## config.mk

```make
export PLATFORM = sky130hd
export DESIGN_NAME = instr_fetch_unit
export DESIGN_NICKNAME = d
export VERILOG_FILES = /design/src/rtl/fetch_pkg.sv /design/src/rtl/instr_fetch_unit.sv
export SDC_FILE = /design/constraint.sdc
export NUM_CORES = 1
export LEC_CHECK = 0
export ABC_AREA = 0
export BUFFER_PORTS_ARGS = -buffer_cell sky130_fd_sc_hd__buf_4
export CAP_MARGIN = 40
export CORE_AREA = 2 2 83 145
export CTS_CLUSTER_SIZE = 25
export DETAILED_ROUTE_END_ITERATION = 8
export DIE_AREA = 0 0 85 147
export GPL_ROUTABILITY_DRIVEN = 1
export PLACE_DENSITY = 0.79
export SYNTH_ARGS = -nofsm -noshare
export SYNTH_HDL_FRONTEND = slang
export SYNTH_SLANG_ARGS = --single-unit
```

## constraint.sdc

```tcl
create_clock -name clk -period 3.4 [get_ports clk]
set_input_delay 0.34 -clock clk [delete_from_list [all_inputs] [get_ports clk]]
set_output_delay 0.34 -clock clk [all_outputs]
set_load 0.05 [all_outputs]
```

## src/rtl/fetch_pkg.sv

```systemverilog
// Shared types and helpers for the instruction fetch unit.
package fetch_pkg;

  localparam int unsigned ADDR_W     = 32;
  localparam int unsigned WORD_BYTES = 4;

  typedef enum logic [1:0] {
    FETCH = 2'd0,
    HOLD  = 2'd1,
    FAULT = 2'd2
  } fetch_state_e;

  // The memory ignores the byte offset; the word index is the upper address bits.
  function automatic logic [ADDR_W-3:0] word_index(input logic [ADDR_W-1:0] addr);
    return addr[ADDR_W-1:2];
  endfunction

endpackage

```

## src/rtl/instr_fetch_unit.sv

```systemverilog
// Multicycle instruction fetch initiator: presents the fetch PC to a
// combinational instruction memory, waits MEM_WAIT cycles, latches the word
// and offers it to decode with a valid/ready handshake. Redirects reload the
// fetch PC from any state; misaligned or out-of-range fetches park in FAULT.
module instr_fetch_unit
  import fetch_pkg::*;
#(
  parameter logic [31:0] RESET_PC   = 32'h0000_0000,
  parameter int unsigned MEM_WAIT   = 0,
  parameter int unsigned IMEM_WORDS = 7
) (
  input  logic        clk,
  input  logic        rst,
  output logic [31:0] imem_addr,
  input  logic [31:0] imem_rdata,
  output logic [31:0] ir_out,
  output logic [31:0] pc_out,
  output logic [31:0] pc_plus4_out,
  output logic        ir_valid,
  input  logic        ir_ready,
  input  logic        redirect,
  input  logic [31:0] redirect_pc,
  output logic        fault
);

  localparam logic [3:0]        WAIT_LAST = 4'(MEM_WAIT);
  localparam logic [31:0]       PC_STEP   = 32'(WORD_BYTES);
  localparam logic [ADDR_W-3:0] WORD_LIM  = (ADDR_W-2)'(IMEM_WORDS);

  fetch_state_e r_state;
  fetch_state_e w_state_nxt;

  logic [31:0] r_fetch_pc;
  logic [31:0] r_ir;
  logic [31:0] r_pc;
  logic [31:0] r_pc_plus4;
  logic        r_ir_valid;
  logic        r_fault;
  logic [3:0]  r_wait_cnt;

  logic w_addr_bad;
  logic w_wait_inc;
  logic w_sample;
  logic w_consume;
  logic w_enter_fault;

  // Address checker: a bad address is caught before the memory is ever sampled.
  assign w_addr_bad = (r_fetch_pc[1:0] != 2'b00) || (word_index(r_fetch_pc) >= WORD_LIM);

  // Next-state and datapath strobes; redirect overrides every state.
  always_comb begin
    // NOTE: every output of a combinational block gets a default first, so no
    // path leaves it unassigned and no latch is inferred.
    w_state_nxt   = r_state;
    w_wait_inc    = 1'b0;
    w_sample      = 1'b0;
    w_consume     = 1'b0;
    w_enter_fault = 1'b0;
    if (redirect) begin
      w_state_nxt = FETCH;
    end else begin
      unique case (r_state)
        FETCH: begin
          if (w_addr_bad) begin
            w_enter_fault = 1'b1;
            w_state_nxt   = FAULT;
          end else if (r_wait_cnt == WAIT_LAST) begin
            w_sample    = 1'b1;
            w_state_nxt = HOLD;
          end else begin
            w_wait_inc = 1'b1;
          end
        end
        HOLD: begin
          if (ir_ready) begin
            w_consume   = 1'b1;
            w_state_nxt = FETCH;
          end
        end
        FAULT:   w_state_nxt = FAULT;
        default: w_state_nxt = FETCH;
      endcase
    end
  end

  // State register.
  always_ff @(posedge clk) begin
    // NOTE: sequential state uses non-blocking assignments so every register
    // sees the pre-edge values of the others, independent of statement order.
    if (rst) r_state <= FETCH;
    else     r_state <= w_state_nxt;
  end

  // Fetch PC, wait counter, instruction register and status flags.
  always_ff @(posedge clk) begin
    if (rst) begin
      r_fetch_pc <= RESET_PC;
      r_ir       <= '0;
      r_pc       <= '0;
      r_pc_plus4 <= PC_STEP;
      r_ir_valid <= 1'b0;
      r_fault    <= 1'b0;
      r_wait_cnt <= '0;
    end else if (redirect) begin
      // Squashes any held instruction; with ir_ready it counts as consumed.
      r_fetch_pc <= redirect_pc;
      r_wait_cnt <= '0;
      r_ir_valid <= 1'b0;
      r_fault    <= 1'b0;
    end else begin
      if (w_wait_inc) r_wait_cnt <= r_wait_cnt + 4'd1;
      if (w_sample) begin
        r_ir       <= imem_rdata;
        r_pc       <= r_fetch_pc;
        r_pc_plus4 <= r_fetch_pc + PC_STEP;
        // Advance immediately so the memory settles while decode works.
        r_fetch_pc <= r_fetch_pc + PC_STEP;
        r_ir_valid <= 1'b1;
        r_wait_cnt <= '0;
      end
      if (w_consume)     r_ir_valid <= 1'b0;
      if (w_enter_fault) r_fault    <= 1'b1;
    end
  end

  assign imem_addr    = r_fetch_pc;
  assign ir_out       = r_ir;
  assign pc_out       = r_pc;
  assign pc_plus4_out = r_pc_plus4;
  assign ir_valid     = r_ir_valid;
  assign fault        = r_fault;

endmodule

```

==> results of run 1 <==
## final timing paths
check / slack, ns / to / cells past startpoint
max reg2reg: 0.70 / ir_out[27]$_SDFFE_PP0P_ / 8
min: 0.15 / imem_addr[31]$_SDFFE_PP0P_ / 2
max: 0.70 / ir_out[27]$_SDFFE_PP0P_ / 8
min reg2reg: 0.46 / pc_out[28]$_SDFFE_PP0P_ / 1
## state kept, by name, summed over array words and instances (netlist names)
name	flops
imem_addr	32
ir_out	32
pc_out	32
pc_plus4_out	30
r_wait_cnt	4
r_state	2
fault	1
ir_valid	1
## kinds of logic after synthesis
kind of cell    after synthesis
mux                          40
buf+inv                      28
xor+xnor                      4
compound gates               43
flops                       134
simple gates                139
fa+ha+maj                     3
## final cells by class
type                       instances  area [sq um]  area share, %
sequential                       134          2680           40.1
multi-input combinational        229          1670           25.0
timing repair buffer             201          1520           22.7
clock buffer                      19           453           6.77
clock inverter                    12           176           2.64
tap                              135           169           2.53
inverter                           6          22.5          0.337
## where the power goes
part | total, mW | switching (mW) | internal (mW)
combinational | 0.294 | 0.172 | 0.122
sequential | 1.63 | 0.0299 | 1.60
clock | 1.92 | 0.654 | 1.26
total | 3.84 | 0.856 | 2.98
## through the flow
stage	std cells	util, %	cell area [sq um]
6_report	736	58.7	6690
4_1_cts	736	58.7	6690
3_5_place_dp	705	53.2	6060
2_1_floorplan	391	-	4470
5_1_grt	736	58.7	6690
3_3_place_gp	703	53.0	6040
## worst reg2reg max path, delay by kind of cell (launching register included)
family	cells	cell delay, ns
and+or+nand+nor	4	1.13
buffers and inverters	2	0.64
DFF	1	0.33
muxes	1	0.28
adders and majority gates	1	0.19
## cell usage in the layout, fill, tap and decap left out, types with 2 or more instances in the layout
cell        netlist  layout
buf_4             5     199
dfxtp_1         134     134
and2_1           55      55
nor2_1           53      50
mux2i_1          40      40
a22o_1           26      26
clkbuf_16         0      17
inv_1             5       5
nor3_1            5       5
a21oi_1           5       5
nor4_4            4       4
nor4_2            4       4
or2_2             4       4
a211oi_1          4       4
bufinv_16         0       4
xnor2_1           3       3
nand3_1           3       3
o21ai_0           3       3
nor2_2            0       3
ha_1              3       3
clkinv_2          0       3
a311oi_1          2       2
nand2_1           2       2
clkinv_4          0       2
clkbuf_8          0       2
clkinvlp_4        0       2
buf_6             0       2
## layer usage
| layer | up-vias | part of all wire [%] | wire length (microns) |
|---|---|---|---|
| met5 | - | 0 | 0 |
| li1 | 1723 | - | - |
| met4 | 0 | 3.0 | 346 |
| met3 | 25 | 6.0 | 687 |
| met2 | 130 | 54 | 6130 |
| met1 | 1674 | 37 | 4200 |
==> flow_summary.json, run 1 <==
{
  "wl_microns": 11400,
  "crit_path_end_kind": "register",
  "yosysUniqueCellTypes": 36,
  "dr.pass1.iters": 4,
  "critPathArrivalTime_ns": 2.96,
  "avgSynthCellArea_sq_um": 11.4,
  "cp.required_ns": 3.66,
  "cts_resized": 0,
  "synth_top_area_cell": "dfxtp_1",
  "netlist_top_cells_area": "dfxtp_1 (60%), mux2i_1 (9.0%), and2_1 (7.7%)",
  "die_x_microns": 85,
  "grt_antenna_before_repair": 0,
  "whs_ns": 0.151,
  "wire_per_inst_microns": 15.4,
  "cts.sinks": 134,
  "drc": 0,
  "first_iter_violations": 101,
  "worstPathMaxFanout": 37,
  "synth-simple-area-share_pct": 18.8,
  "fillCellCount": 946,
  "seq_area_frac_synth_pct": 60.1,
  "worstReg2RegStart": "r_wait_cnt[0]$_SDFFE_PP0P_",
  "syn_area_sq_um": 4470,
  "vias": 3552,
  "grt-ovfl-total": 0,
  "antenna_cells": 0,
  "fmax_ghz": 0.370,
  "met3_usage_pct": 5.62,
  "crit_type": "reg -> reg",
  "busiest_layer": "met2",
  "synth.area.mux_share_pct": 8.97,
  "grt_pass1_wl_microns": 18000,
  "postCtsHoldBufs": 0,
  "cts-root-buf": "clkbuf_16",
  "crit_start": "r_wait_cnt[0]$_SDFFE_PP0P_",
  "synthCells": 391,
  "min_path_type": "in -> reg",
  "cts.path.max_buffers": 2,
  "cts_htree_levels": 4,
  "finalPower_mw": 3.84,
  "grtUsageTotal_pct": 18.1,
  "powerDensity_nw_per_um2": 574,
  "synth_largest_type_area_fraction_pct": 60.1,
  "synth_async_sr_flop_share_pct": 0,
  "port_buffers": 197,
  "status": "complete, no violations",
  "cts_buffers": 17,
  "grt_max_degree": 56,
  "fin_skew_ns": 0.00818,
  "synth_commonest_cells": "dfxtp_1 (134), and2_1 (55), nor2_1 (53), mux2i_1 (40), a22o_1 (26)",
  "slew-limit-headroom_pct": 52.0,
  "die_area_sq_um": 12500,
  "synth_edf_count": 0,
  "finalSetupViolCount": 0,
  "syn_to_final_growth_pct": 49.8,
  "grt_pass1_vias": 3663,
  "synthFlopType": "dfxtp_1",
  "insertion_delay_ns": 0.40,
  "fin_crit_ns": 2.70,
  "maxCapViolations": 0,
  "die_height_microns": 147,
  "synthMostInstantiatedCell": "dfxtp_1",
  "ant_nets": 0,
  "worst_path_max_delay_cell": "nor3b_1",
  "crit_chain": "inv_1, ha_1, nor3b_1, nand3_1, nor3_4, buf_4, mux2i_1, nor2_1",
  "yosys_warnings": 0,
  "grtUsageMet1_pct": 19.3,
  "max_stage_delay_ns": 0.61,
  "peakVddDrop_v": 0.000386,
  "gp_congestion": 0.818,
  "synth_xor_area_share_pct": 0.785,
  "grt_setup_unrepaired": "false",
  "drv_slew": 0,
  "clkTransAtPathRegs_ns": 0.05,
  "critPathBufInv": 2,
  "setup_slack_ns": 0.695,
  "synth_compound_area_share_pct": 7.68,
  "tritoncts": "built",
  "via_per_inst": 4.83,
  "final.setup.tns_ns": 0,
  "syn_nets": 462,
  "start_util_pct": 39.2,
  "power.leakage_nw": 2.99,
  "pre_cts_slack_ns": 0.737,
  "rows": 52,
  "finalCritPeriodShare_pct": 79.5,
  "critPathLaunchType": "register",
  "dp.final_hpwl_microns": 8380,
  "ys_ff_latch": 134,
  "synth_top_family_by_area": "simple AND/OR/NAND/NOR gates",
  "cts_setup_buffers": 0,
  "drive_gt1_share_pct": 41.9,
  "critical-path-top-delay-family": "simple AND/OR/NAND/NOR gates",
  "finalHoldViolCount": 0,
  "worstHoldStart": "redirect_pc[31]",
  "core_sq_um": 11400,
  "fin_nets": 660,
  "tightest_slew_ns": 0.719,
  "synthAdderAreaFrac_pct": 0.841,
  "pin_count": 198,
  "use_met2_pct": 31.6
}
(Power assumes the default switching activity.)
==> run 2, diff against run 1 <==
ABC_AREA = 1   (was 0)
CORE_AREA = 2 2 87 151   (was 2 2 83 145)
DIE_AREA = 0 0 89 153   (was 0 0 85 147)
PLACE_DENSITY = 0.8   (was 0.79)
clock period = 2.2 ns   (was 3.4 ns; I/O delays follow)
==> flow_summary.json, run 2 <==
{
  "grt_max_degree": 132,
  "cts_resized": 0,
  "setup_slack_ns": 0.348,
  "synth_largest_type_area_fraction_pct": 55.1,
  "critPathArrivalTime_ns": 2.15,
  "antenna_cells": 0,
  "syn_nets": 702,
  "synth_edf_count": 0,
  "insertion_delay_ns": 0.41,
  "layout_common_cells": "buf_4 (204), nand2_1 (160), dfxtp_1 (134)",
  "grt_pass1_vias": 3996,
  "rows": 54,
  "ys_ff_latch": 134,
  "cts.path.max_buffers": 2,
  "worstHoldStart": "imem_rdata[1]",
  "crit_path_end_kind": "register",
  "slew-limit-headroom_pct": 57.6,
  "fin_crit_ns": 1.85,
  "vias": 4487,
  "peakVddDrop_v": 0.000533,
  "rr_worst_depth": 9,
  "syn_to_final_growth_pct": 44.4,
  "start_util_pct": 39.1,
  "postCtsHoldBufs": 0,
  "grtUsageTotal_pct": 18.0,
  "wl_microns": 12400,
  "fin_skew_ns": 0.00951,
  "powerDensity_nw_per_um2": 818,
  "pre_cts_slack_ns": 0.355,
  "max_stage_delay_ns": 0.37,
  "met3_usage_pct": 5.40,
  "pin_count": 198,
  "worst_path_max_delay_cell": "dfxtp_1",
  "synthMostInstantiatedCell": "nand2_1",
  "synth_top_family_by_area": "simple AND/OR/NAND/NOR gates",
  "via_per_inst": 4.51,
  "cts_htree_levels": 4,
  "synth_commonest_cells": "nand2_1 (160), dfxtp_1 (134), nor2_1 (126), inv_1 (45), a21oi_1 (38)",
  "synth_top_area_cell": "dfxtp_1",
  "seq_area_frac_synth_pct": 55.1,
  "finalSetupViolCount": 0,
  "crit_chain": "inv_1, ha_1, nand2_1, inv_1, nand4_4, buf_12, nor2_1, nor2_1, nand2_1",
  "power.leakage_nw": 3.57,
  "final_area_sq_um": 7030,
  "finalCritPeriodShare_pct": 84.2,
  "grt_antenna_before_repair": 0,
  "core_sq_um": 12400,
  "dr.pass1.iters": 6,
  "synthFlopType": "dfxtp_1",
  "syn_area_sq_um": 4860,
  "fin_nets": 886,
  "layout.cells.most_common": "buf_4",
  "worstReg2RegStart": "r_wait_cnt[0]$_SDFFE_PP0P_",
  "die_height_microns": 153,
  "dp.final_hpwl_microns": 8600,
  "die_x_microns": 89,
  "synth.area.mux_share_pct": 0,
  "synth_compound_area_share_pct": 4.48,
  "tritoncts": "built",
  "ant_nets": 0,
  "cts_setup_buffers": 0,
  "maxCapViolations": 0,
  "wire_per_inst_microns": 12.4,
  "synth_async_sr_flop_share_pct": 0,
  "die_area_sq_um": 13600,
  "crit_type": "reg -> reg",
  "dpl_cell_area_sq_um": 6440,
  "finalHoldViolCount": 0,
  "cts.sinks": 134,
  "netlist_top_cells_area": "dfxtp_1 (55%), nand2_1 (12%), nor2_1 (9.7%)",
  "yosys_warnings": 0,
  "grt-ovfl-total": 0,
  "tightest_slew_ns": 0.636,
  "crit_start": "r_wait_cnt[0]$_SDFFE_PP0P_",
  "critPathLaunchType": "register",
  "fillCellCount": 1166,
  "fin_util_pct": 56.5,
  "status": "complete, no violations",
  "drv_slew": 0,
  "synthAdderAreaFrac_pct": 0.772,
  "synth_xor_area_share_pct": 0.720,
  "worstPathMaxFanout": 131,
  "grt_pass1_wl_microns": 19100,
  "worst-r2r-setup-slack_ns": 0.35,
  "first_iter_violations": 129,
  "cts_buffers": 17,
  "grtUsageMet1_pct": 19.7,
  "min_path_cells": 3,
  "avgSynthCellArea_sq_um": 7.71,
  "clkTransAtPathRegs_ns": 0.06,
  "port_buffers": 197,
  "cts-root-buf": "clkbuf_16",
  "fmax_ghz": 0.540,
  "synth-simple-area-share_pct": 31.1,
  "drc": 0,
  "gp_congestion": 0.782,
  "grt_setup_unrepaired": "false",
  "cp.required_ns": 2.50,
  "yosysUniqueCellTypes": 22,
  "synthCells": 631,
  "busiest_layer": "met2",
  "min_path_type": "in -> reg",
  "use_met2_pct": 31.2,
  "final.setup.tns_ns": 0,
  "drive_gt1_share_pct": 28.9
}
[run 2: cell types whose count changed after synthesis, moves of 31 or more]
cell,before,now
nand2_1,2,160
nand3_1,3,34
and2_1,55,0
nor2_1,53,126
inv_1,5,45
mux2i_1,40,0
a21oi_1,5,38
[run 2: through the flow]
step	cells	hold WS [ns]	power (mW)
after global placement	964	0.427	3.02
after global routing	995	0.00708	5.99
after CTS	995	0.0157	5.82
after detailed placement	964	0.429	3.02
after floorplan	631	0.355	2.82
final	995	0.0292	5.75
[run 2: kinds of logic (layout without fill, tap and decap cells)]
group                      after synthesis  after routing
xor gates and xnor gates                 4              4
DFF                                    134            134
buffers and inverters                   87            283
AOI/OAI and AO/OA                       43             43
and+or+nand+nor                        360            360
adders and majority gates                3              3
[run 2: worst paths after layout]
kind / endpoint
setup / recovery: pc_plus4_out[2]$_SDFFE_PP1P_
hold / removal: ir_out[1]$_SDFFE_PP0P_
setup reg to reg: pc_plus4_out[2]$_SDFFE_PP1P_
hold reg to reg: pc_plus4_out[26]$_SDFFE_PP0P_
[run 2: per-layer routing]
metal	part of all wire [%]	up-vias
met4	2.5	0
met1	39	1994
met5	0	-
li1	-	2327
met2	52	145
met3	6.3	21
[run 2: layout make-up]
cell class | count | area, sq um | area share (%)
timing repair buffer | 206 | 1570 | 22.4
sequential | 134 | 2680 | 38.2
inverter | 46 | 173 | 2.46
clock inverter | 13 | 146 | 2.08
clock buffer | 18 | 439 | 6.25
multi-input combinational | 410 | 1800 | 25.7
tap | 168 | 210 | 2.99
[run 2: worst max-delay path: cells and delay by family (launching register included)]
| kind | cells | cell delay (ns) |
|---|---|---|
| adder cells (fa/ha/maj) | 1 | 0.19 |
| buffers and inverters | 3 | 0.59 |
| flip-flops | 1 | 0.37 |
| AND/OR/NAND/NOR | 5 | 0.56 |
[run 2: report_power, final]
group | total (mW) | internal (mW) | switching [mW] | leakage (nW)
clock network | 2.79 | 1.71 | 1.08 | 0.278
logic | 0.468 | 0.178 | 0.290 | 2.21
registers | 2.50 | 2.47 | 0.0289 | 1.09
total | 5.75 | 4.35 | 1.40 | 3.57
